`config.mk`:
```
export PLATFORM = sky130hd
export DESIGN_NAME = regfile_reader
export DESIGN_NICKNAME = d
export VERILOG_FILES = /design/src/rtl/regfile_reader.sv
export SDC_FILE = /design/constraint.sdc
export NUM_CORES = 1
export LEC_CHECK = 0
export BUFFER_PORTS_ARGS = -buffer_cell sky130_fd_sc_hd__buf_4
export CORE_UTILIZATION = 45
export DETAILED_ROUTE_END_ITERATION = 8
export PLACE_DENSITY_LB_ADDON = 0.2
export SLEW_MARGIN = 40
export SYNTH_ARGS = -nofsm -noshare
export SYNTH_HDL_FRONTEND = slang
export SYNTH_SLANG_ARGS = --single-unit
export TNS_END_PERCENT = 100
```
`constraint.sdc`:
```
create_clock -name clock -period 2.5 [get_ports clock]
set_input_delay 0.5 -clock clock [delete_from_list [all_inputs] [get_ports clock]]
set_output_delay 0.5 -clock clock [all_outputs]
set_load 0.005 [all_outputs]
```
`src/rtl/regfile_reader.sv`:
```
// Sequential read-out engine: walks a wrapping range of register indices through
// one regfile read port and streams each word over a valid/ready handshake.
//
// state | meaning
// IDLE  | waiting for start; read address parked at 0
// RUN   | walking the range; ctrl_readReg = ptr, words loaded into the output slot
module regfile_reader #(
  parameter int DATA_W = 32,
  parameter int ADDR_W = 5
) (
  input  logic              clock,
  input  logic              ctrl_reset,
  input  logic              start,
  input  logic [ADDR_W-1:0] first_reg,
  input  logic [ADDR_W-1:0] last_reg,
  input  logic              abort,
  output logic [ADDR_W-1:0] ctrl_readReg,
  input  logic [DATA_W-1:0] data_readReg,
  output logic              out_valid,
  input  logic              out_ready,
  output logic [DATA_W-1:0] out_data,
  output logic [ADDR_W-1:0] out_index,
  output logic              out_last,
  output logic              busy,
  output logic              done
);

  typedef enum logic {
    IDLE = 1'b0,
    RUN  = 1'b1
  } state_t;

  state_t            state;
  state_t            state_nxt;
  logic [ADDR_W-1:0] ptr;
  logic [ADDR_W:0]   remaining;
  logic [ADDR_W-1:0] span;
  logic              accept;
  logic              load;
  logic              finish;

  // Span wraps naturally in ADDR_W bits; the count needs one extra bit for the full range.
  assign span = last_reg - first_reg;

  always_ff @(posedge clock) begin
    if (ctrl_reset) begin
      state <= IDLE;
    end else begin
      state <= state_nxt;
    end
  end

  always_comb begin
    state_nxt    = state;
    accept       = out_valid & out_ready;
    load         = 1'b0;
    finish       = 1'b0;
    busy         = 1'b0;
    ctrl_readReg = '0;
    case (state)
      IDLE: begin
        if (start) begin
          state_nxt = RUN;
        end
      end
      RUN: begin
        busy         = 1'b1;
        ctrl_readReg = ptr;
        load         = (remaining != '0) && (!out_valid || out_ready);
        finish       = accept && out_last;
        if (abort || finish) begin
          state_nxt = IDLE;
        end
      end
      default: state_nxt = IDLE;
    endcase
  end

  always_ff @(posedge clock) begin
    if (ctrl_reset) begin
      ptr       <= '0;
      remaining <= '0;
      out_valid <= 1'b0;
      out_data  <= '0;
      out_index <= '0;
      out_last  <= 1'b0;
      done      <= 1'b0;
    end else begin
      done <= finish && !abort;
      if (state == IDLE) begin
        if (start) begin
          ptr       <= first_reg;
          remaining <= {1'b0, span} + (ADDR_W+1)'(1);
        end
      end else if (abort) begin
        out_valid <= 1'b0;
        out_last  <= 1'b0;
        remaining <= '0;
      end else if (load) begin
        // Read data is combinational for ptr, so it is captured in the same cycle.
        out_data  <= data_readReg;
        out_index <= ptr;
        out_valid <= 1'b1;
        out_last  <= (remaining == (ADDR_W+1)'(1));
        ptr       <= ptr + ADDR_W'(1);
        remaining <= remaining - (ADDR_W+1)'(1);
      end else if (accept) begin
        out_valid <= 1'b0;
      end
    end
  end

endmodule

```
==> run metrics, run 1 <==
status=finished, final reports clean; xor/xnor share of the synthesized area=2.128%; cell with the most instances after synthesis=nand2_1; Main synth FF type=dfxtp_1; io pins=93; Clk pwr share=26.7%; Rows=26; routed via count=2364; Final min period=1.850 ns; P_int=1.265 mW; total power=1.788 mW; vias per inst=5.106; sw power=522.5 uW; Worst setup SP type=input port; Final GP Congestion=0.8472; Initial Utilization=47.45%; Cell Chain, Critical Path=buf_4, inv_1, ha_1, inv_1, fa_1, xor2_1, and3_1, xnor2_1, o311ai_1; Routed Antenna Nets=0; first-pass GRT wire length=10070 microns; Vert. Die Dim=76.09 microns; GRT Total Usage=21.20%; Leakage=1.388 nW; Syn Area/Cell=8.125 sq um; routed wire length=5940 microns; pin count of the biggest net entering global routing=58; Reg2Reg Depth=7; setup TNS=0 ns; library cells used by synthesis=47; layout cells sized above 1=28.75%; Post-Synth Simple-Gate Area=23.25%; final net count=449; CP arrival=2.06 ns; initial antenna violation count=0; clock sink count=52; CTS Buffer Depth=2; post-DR wirelength/cell=12.83 microns; Compound-Gate Fraction of Synth Area=20.21%; Syn-to-layout area delta=33.23%; Post-CTS Setup Bufs=0; max incr delay on CP=0.39 ns; final period utilization=73.99%; max cap viols=0; Skew-Pair Late Insertion Delay=0.30 ns; TritonCTS clock tree=built; Adder-Cell Fraction of Synth Area=5.370%; Peak supply drop=0.0003137 V; post-CTS resize count=0; Worst setup EP type=flip-flop; critical path type=input port to flip-flop; Reg power frac=50.8%; IO Port Bufs=92; mapped cell area=2470 sq um; worst-path fanout max=3; HP Class=input port to flip-flop; # setup viols final=0; ys async rst share=0%; RSZ-0062 raised after global routing=no; Mapped Cells=304; Fmax=0.5406 GHz; CTS HTree Levels=2; clock-pin slew on the worst setup and hold paths=0.09 ns; ant diodes=0; Inserted Clock Buffers=5; initial DRC count=146; Least-Margin Pin Slew=0.5982 ns; cell mode on critical path=inv_1; Sw Share=29.23%; number of synthesized flops with an enable pin=0; die width=76.09 microns; Core ar.=5205 sq um; area of the die=5789 sq um; final max-slew violation count=0; post-synth top area cell=dfxtp_1; largest family of logic cells by synthesized area=simple AND/OR/NAND/NOR gates; synth cell count leaders=nand2_1, dfxtp_1, a21oi_1, nor2_1, inv_1; CP required=2.71 ns; post-synthesis mux area share=1.216%; Warnings, synthesis=0; Comb power frac=22.5%; post-DP HPWL=4270 microns; Final Hold Fails=0; Clock Tree Root=clkbuf_8; slowest stage cell, crit path=fa_1; WHS Path Cells=3; flops & latches, synth=52; vias in the first global route=2217; sequential area share after synthesis=42.15%; Worst slew margin=60.12%; main area contributors after synthesis=dfxtp_1, nand2_1, a21oi_1; power density cells=543.2 nW/um^2; Worst Skew=0.005223 ns; Post-CTS Hold Buffers=0; DRC=0; drt pass-1 iters=4; Mapped Nets=361; total grt overflow=0; post-synth top area share=42.15%
per-stage QoR:
stage | area, sq um | hold WS (ns) | utilization (%) | worst slack, ns | instances
after floorplan | 2470 | 0.4527 | - | 0.5748 | 304
after global placement | 3202 | 0.4418 | 61.51 | 0.3917 | 455
after detailed placement | 3202 | 0.4482 | 61.51 | 0.3559 | 455
after CTS | 3291 | 0.4250 | 63.22 | 0.6737 | 463
after global routing | 3291 | 0.4137 | 63.22 | 0.4544 | 463
final | 3291 | 0.4307 | 63.22 | 0.6502 | 463
logic make-up (layout without fill, tap and decap cells):
| family | count (synthesis) | in the layout |
|---|---|---|
| and+or+nand+nor | 125 | 125 |
| AOI/OAI and AO/OA | 79 | 79 |
| DFF | 52 | 52 |
| buffers and inverters | 29 | 118 |
| adders and majority gates | 10 | 10 |
| xor gates and xnor gates | 6 | 6 |
| muxes | 3 | 3 |
worst paths after layout:
| check | from | to | slack (ns) |
|---|---|---|---|
| setup / recovery | last_reg[0] | remaining[3]$_SDFFE_PP0P_ | 0.65 |
| setup reg to reg | remaining[0]$_SDFFE_PP0P_ | remaining[4]$_SDFFE_PP0P_ | 0.69 |
| hold / removal | data_readReg[21] | out_data[21]$_SDFFE_PP0P_ | 0.43 |
| hold reg to reg | out_data[12]$_SDFFE_PP0P_ | out_data[12]$_SDFFE_PP0P_ | 0.46 |
worst max-delay path: cells and delay by family:
family	cells	cell delay (ns)
compound gates	1	0.21
fa+ha+maj	2	0.53
simple gates	1	0.24
xor+xnor	2	0.38
buf+inv	3	0.20
registers in the layout, indices dropped and copies added (netlist names):
register and cells:
out_data 32, remaining 6, out_index 5, ptr 5, done 1, out_last 1, out_valid 1, state 1
power groups by stage:
stage	Clock, mW	Sequential (mW)	Combinational [mW]
floorplan	0	0.924	0.251
global placement	0	0.926	0.395
detailed placement	0	0.928	0.402
CTS	0.490	0.909	0.403
global route	0.534	0.916	0.449
finish	0.477	0.908	0.402
final cells by class:
| class | count | area [sq um] |
|---|---|---|
| Clock buffer | 6 | 72.57 |
| Clock inverter | 2 | 16.27 |
| Fill cell | 468 | 1914 |
| Inverter | 11 | 41.29 |
| Multi-Input combinational cell | 223 | 1289 |
| Sequential cell | 52 | 1041 |
| Tap cell | 70 | 87.58 |
| Timing Repair Buffer | 99 | 743.2 |
per-layer routing:
layer  part of all wire [%]  routed length (microns)  vias up  GRT usage, %
met5                      0                        0        -             0
met4                    1.8                      107        0         7.500
met3                    6.1                      362       12         5.030
met2                     47                     2810       70         35.18
met1                     45                     2660     1081         26.88
li1                       -                        -     1201             -
layout by cell type (no fill, tap or decap), types with 5 or more instances in the layout:
cell	synthesis	layout
a21oi_1	49	49
buf_4	2	99
o21ai_0	5	5
dfxtp_1	52	52
nor2_1	12	12
nor2b_1	6	6
inv_1	11	11
nand2_1	80	80
nand2b_1	6	6
ha_1	9	9
clkbuf_8	0	5
and2_1	5	5
No activity file was read; power rests on OpenSTA's default activity.
==> run 2, diff against run 1 <==
--- a/config.mk
+++ b/config.mk
@@ -5,8 +5,9 @@
 export SDC_FILE = /design/constraint.sdc
 export NUM_CORES = 1
 export LEC_CHECK = 0
+export ABC_AREA = 1
 export BUFFER_PORTS_ARGS = -buffer_cell sky130_fd_sc_hd__buf_4
-export CORE_UTILIZATION = 45
+export CORE_UTILIZATION = 44
 export DETAILED_ROUTE_END_ITERATION = 8
 export PLACE_DENSITY_LB_ADDON = 0.2
 export SLEW_MARGIN = 40
==> constraint.sdc (replaced) <==
create_clock -name clock -period 1.7 [get_ports clock]
set_input_delay 0.34 -clock clock [delete_from_list [all_inputs] [get_ports clock]]
set_output_delay 0.34 -clock clock [all_outputs]
set_load 0.005 [all_outputs]
==> run 2 against run 1 <==
Compared with the run above: final cell count grew 11%; final area grew 3.0%; power grew 58%; flip-flop and latch count is the same; setup slack lost 0.62 ns; sequential share of layout area shrank 0.85 points; combinational power grew 76%; critical path depth grew 3; via count grew 7.3%; count of clock-buffer cells in the layout shrank 1.
==> run metrics, run 2 <==
mapped cell area=2455 sq um; CP required=1.94 ns; leading cell type in the layout, fill and taps excluded=buf_4; reg2reg start=remaining[0]$_SDFFE_PP0P_; hold path endpoint=out_data[5]$_SDFFE_PP0P_; power density cells=832.8 nW/um^2; Main synth FF type=dfxtp_1; crit path launch=last_reg[0]; Placed Instance Area=3231 sq um; total grt overflow=0; Fmax=0.5984 GHz; Skew-Pair Late Insertion Delay=0.31 ns; Worst slew margin=76.67%; Mapped Cells=345; final period utilization=98.29%; cell mode on critical path=inv_2; CP arrival=1.92 ns; Routed Antenna Nets=0; Leakage=1.728 nW; Clock Tree Root=clkbuf_8; main area contributors after synthesis=dfxtp_1, nor2_1, o21ai_0; post-DP HPWL=4559 microns; routed via count=2536; TritonCTS clock tree=built; Warnings, synthesis=0; post-DR wirelength/cell=12.02 microns; routed wire length=6164 microns; Multi-input gate area=1244 sq um; area of the die=5882 sq um; layout cells sized above 1=30.70%; ys async rst share=0%; status=finished, final reports clean; R2R Path End=out_data[21]$_SDFFE_PP0P_; vias in the first global route=2335; max cap viols=0; Worst setup SP type=input port; critical path type=input port to flip-flop; GRT Total Usage=21.29%; number of synthesized flops with an enable pin=0; max incr delay on CP=0.55 ns; cell with the most instances after synthesis=nor2_1; Least-Margin Pin Slew=0.3487 ns; ant diodes=0; first-pass GRT wire length=10330 microns; Rows=26; io pins=93; CTS Buffer Depth=2; sequential area share after synthesis=42.41%; WHS Path Cells=3; Worst Skew=0.009143 ns; clock-pin slew on the worst setup and hold paths=0.10 ns; Reg2Reg Depth=9; worst-path fanout max=3; FILL cells=475; post-synth top area share=42.41%; pin count of the biggest net entering global routing=39; initial DRC count=160; vias per inst=4.943; HP Class=input port to flip-flop; final max-slew violation count=0; Mapped Nets=402; post-synth top area cell=dfxtp_1; Initial Utilization=46.87%; final cell count without fillers=513; cell family with most CP delay=adder cells; internal reg-to-reg setup slack=0.11 ns; Placed Cells=503; synth cell count leaders=nor2_1, dfxtp_1, o21ai_0, nand2_1, inv_1; register area=1044 sq um; clock sink count=52; post-route cell area=3390 sq um; CTS HTree Levels=2; Inserted Clock Buffers=5; max reg flops=32; CP Buf/Inv Count=4; Post-CTS Hold Buffers=0; min-delay src=data_readReg[5]; Core ar.=5238 sq um; post-place setup slack=-0.2270 ns; largest registers=out_data: 32 flops, remaining: 6 flops; Final GP Congestion=0.8138; most frequent cells in the layout=buf_4, nor2_1, o21ai_0, dfxtp_1, nand2_1; flops & latches, synth=52; IO Port Bufs=92; slowest stage cell, crit path=fa_1; Worst setup EP type=flip-flop; Final min period=1.671 ns; DRC=0; initial antenna violation count=0; Cell Chain, Critical Path=buf_4, inv_2, ha_4, inv_2, fa_1, ha_2, inv_2, nor2_4, nand3_2, nand2_2, nand3_2, a21oi_2; die width=76.70 microns; Worst Hold Margin=0.2449 ns; library cells used by synthesis=30; # setup viols final=0; Syn-to-layout area delta=38.07%; Syn Area/Cell=7.116 sq um; Vert. Die Dim=76.70 microns; drt pass-1 iters=4; final net count=499; Final Hold Fails=0; worst setup margin=0.02900 ns; Biggest register=out_data; Peak supply drop=0.0005463 V
## run 2: report_power, final
part           internal [mW]  switching (mW)  total, mW  leakage (nW)
sequential              1.32          0.0730       1.39         0.426
clock                  0.296           0.426      0.721        0.0485
combinational          0.341           0.368      0.709          1.25
## run 2: routing by layer
layer | GRT usage, % | vias up | wire [microns]
li1 | - | 1293 | -
met1 | 26.30 | 1161 | 2823
met2 | 36.16 | 75 | 2880
met3 | 5.238 | 7 | 388
met4 | 6.731 | 0 | 72
met5 | 0 | - | 0
## run 2: area by class of cell
type	instances	area share, %
Clock buffer	5	2.030
Sequential cell	52	30.79
Tap cell	70	2.584
Multi-Input combinational cell	247	36.69
Clock inverter	3	0.6645
Inverter	31	3.507
Timing Repair Buffer	105	23.74
## run 2: worst max path at each step
stage	endpoint	slack, ns	cells after the start
5_1_grt	remaining[4]$_SDFFE_PP0P_	-0.001	12
3_5_place_dp	remaining[4]$_SDFFE_PP0P_	-0.23	12
6_report	remaining[4]$_SDFFE_PP0P_	0.03	12
2_1_floorplan	remaining[4]$_SDFFE_PP0P_	0.006	11
4_1_cts	ptr[1]$_SDFFE_PP0P_	0.03	10
3_3_place_gp	remaining[4]$_SDFFE_PP0P_	-0.18	12
## run 2: worst reg2reg max path, stage by stage (launching register included)
cell and delay [ns]:
dfxtp_2 0.37, inv_1 0.08, ha_1 0.21, nand3_2 0.10
nand2_2 0.07, nor2_4 0.19, inv_4 0.11, buf_4 0.19
nor2_1 0.12, nor2_1 0.06
## run 2: stage by stage
step / utilization, % / power (mW) / setup TNS (ns)
final: 64.72 / 2.823 / 0
after global routing: 64.72 / 2.994 / -0.001416
after CTS: 63.43 / 2.800 / 0
after detailed placement: 61.68 / 2.086 / -0.7993
after global placement: 61.68 / 2.073 / -0.5951
after floorplan: - / 1.793 / 0
## run 2: logic make-up after synthesis
| group | count (synthesis) | share of synthesized area [%] |
|---|---|---|
| xor gates and xnor gates | 3 | 1.071 |
| DFF | 52 | 42.41 |
| and+or+nand+nor | 164 | 27.27 |
| adders and majority gates | 10 | 5.403 |
| buffers and inverters | 46 | 8.817 |
| AOI/OAI and AO/OA | 70 | 15.04 |
## run 2: what timing repair did
action                                  CTS  global route
endpoints found under the setup margin    0            34
buffers inserted                          0             2
gates resized for setup                   0            17
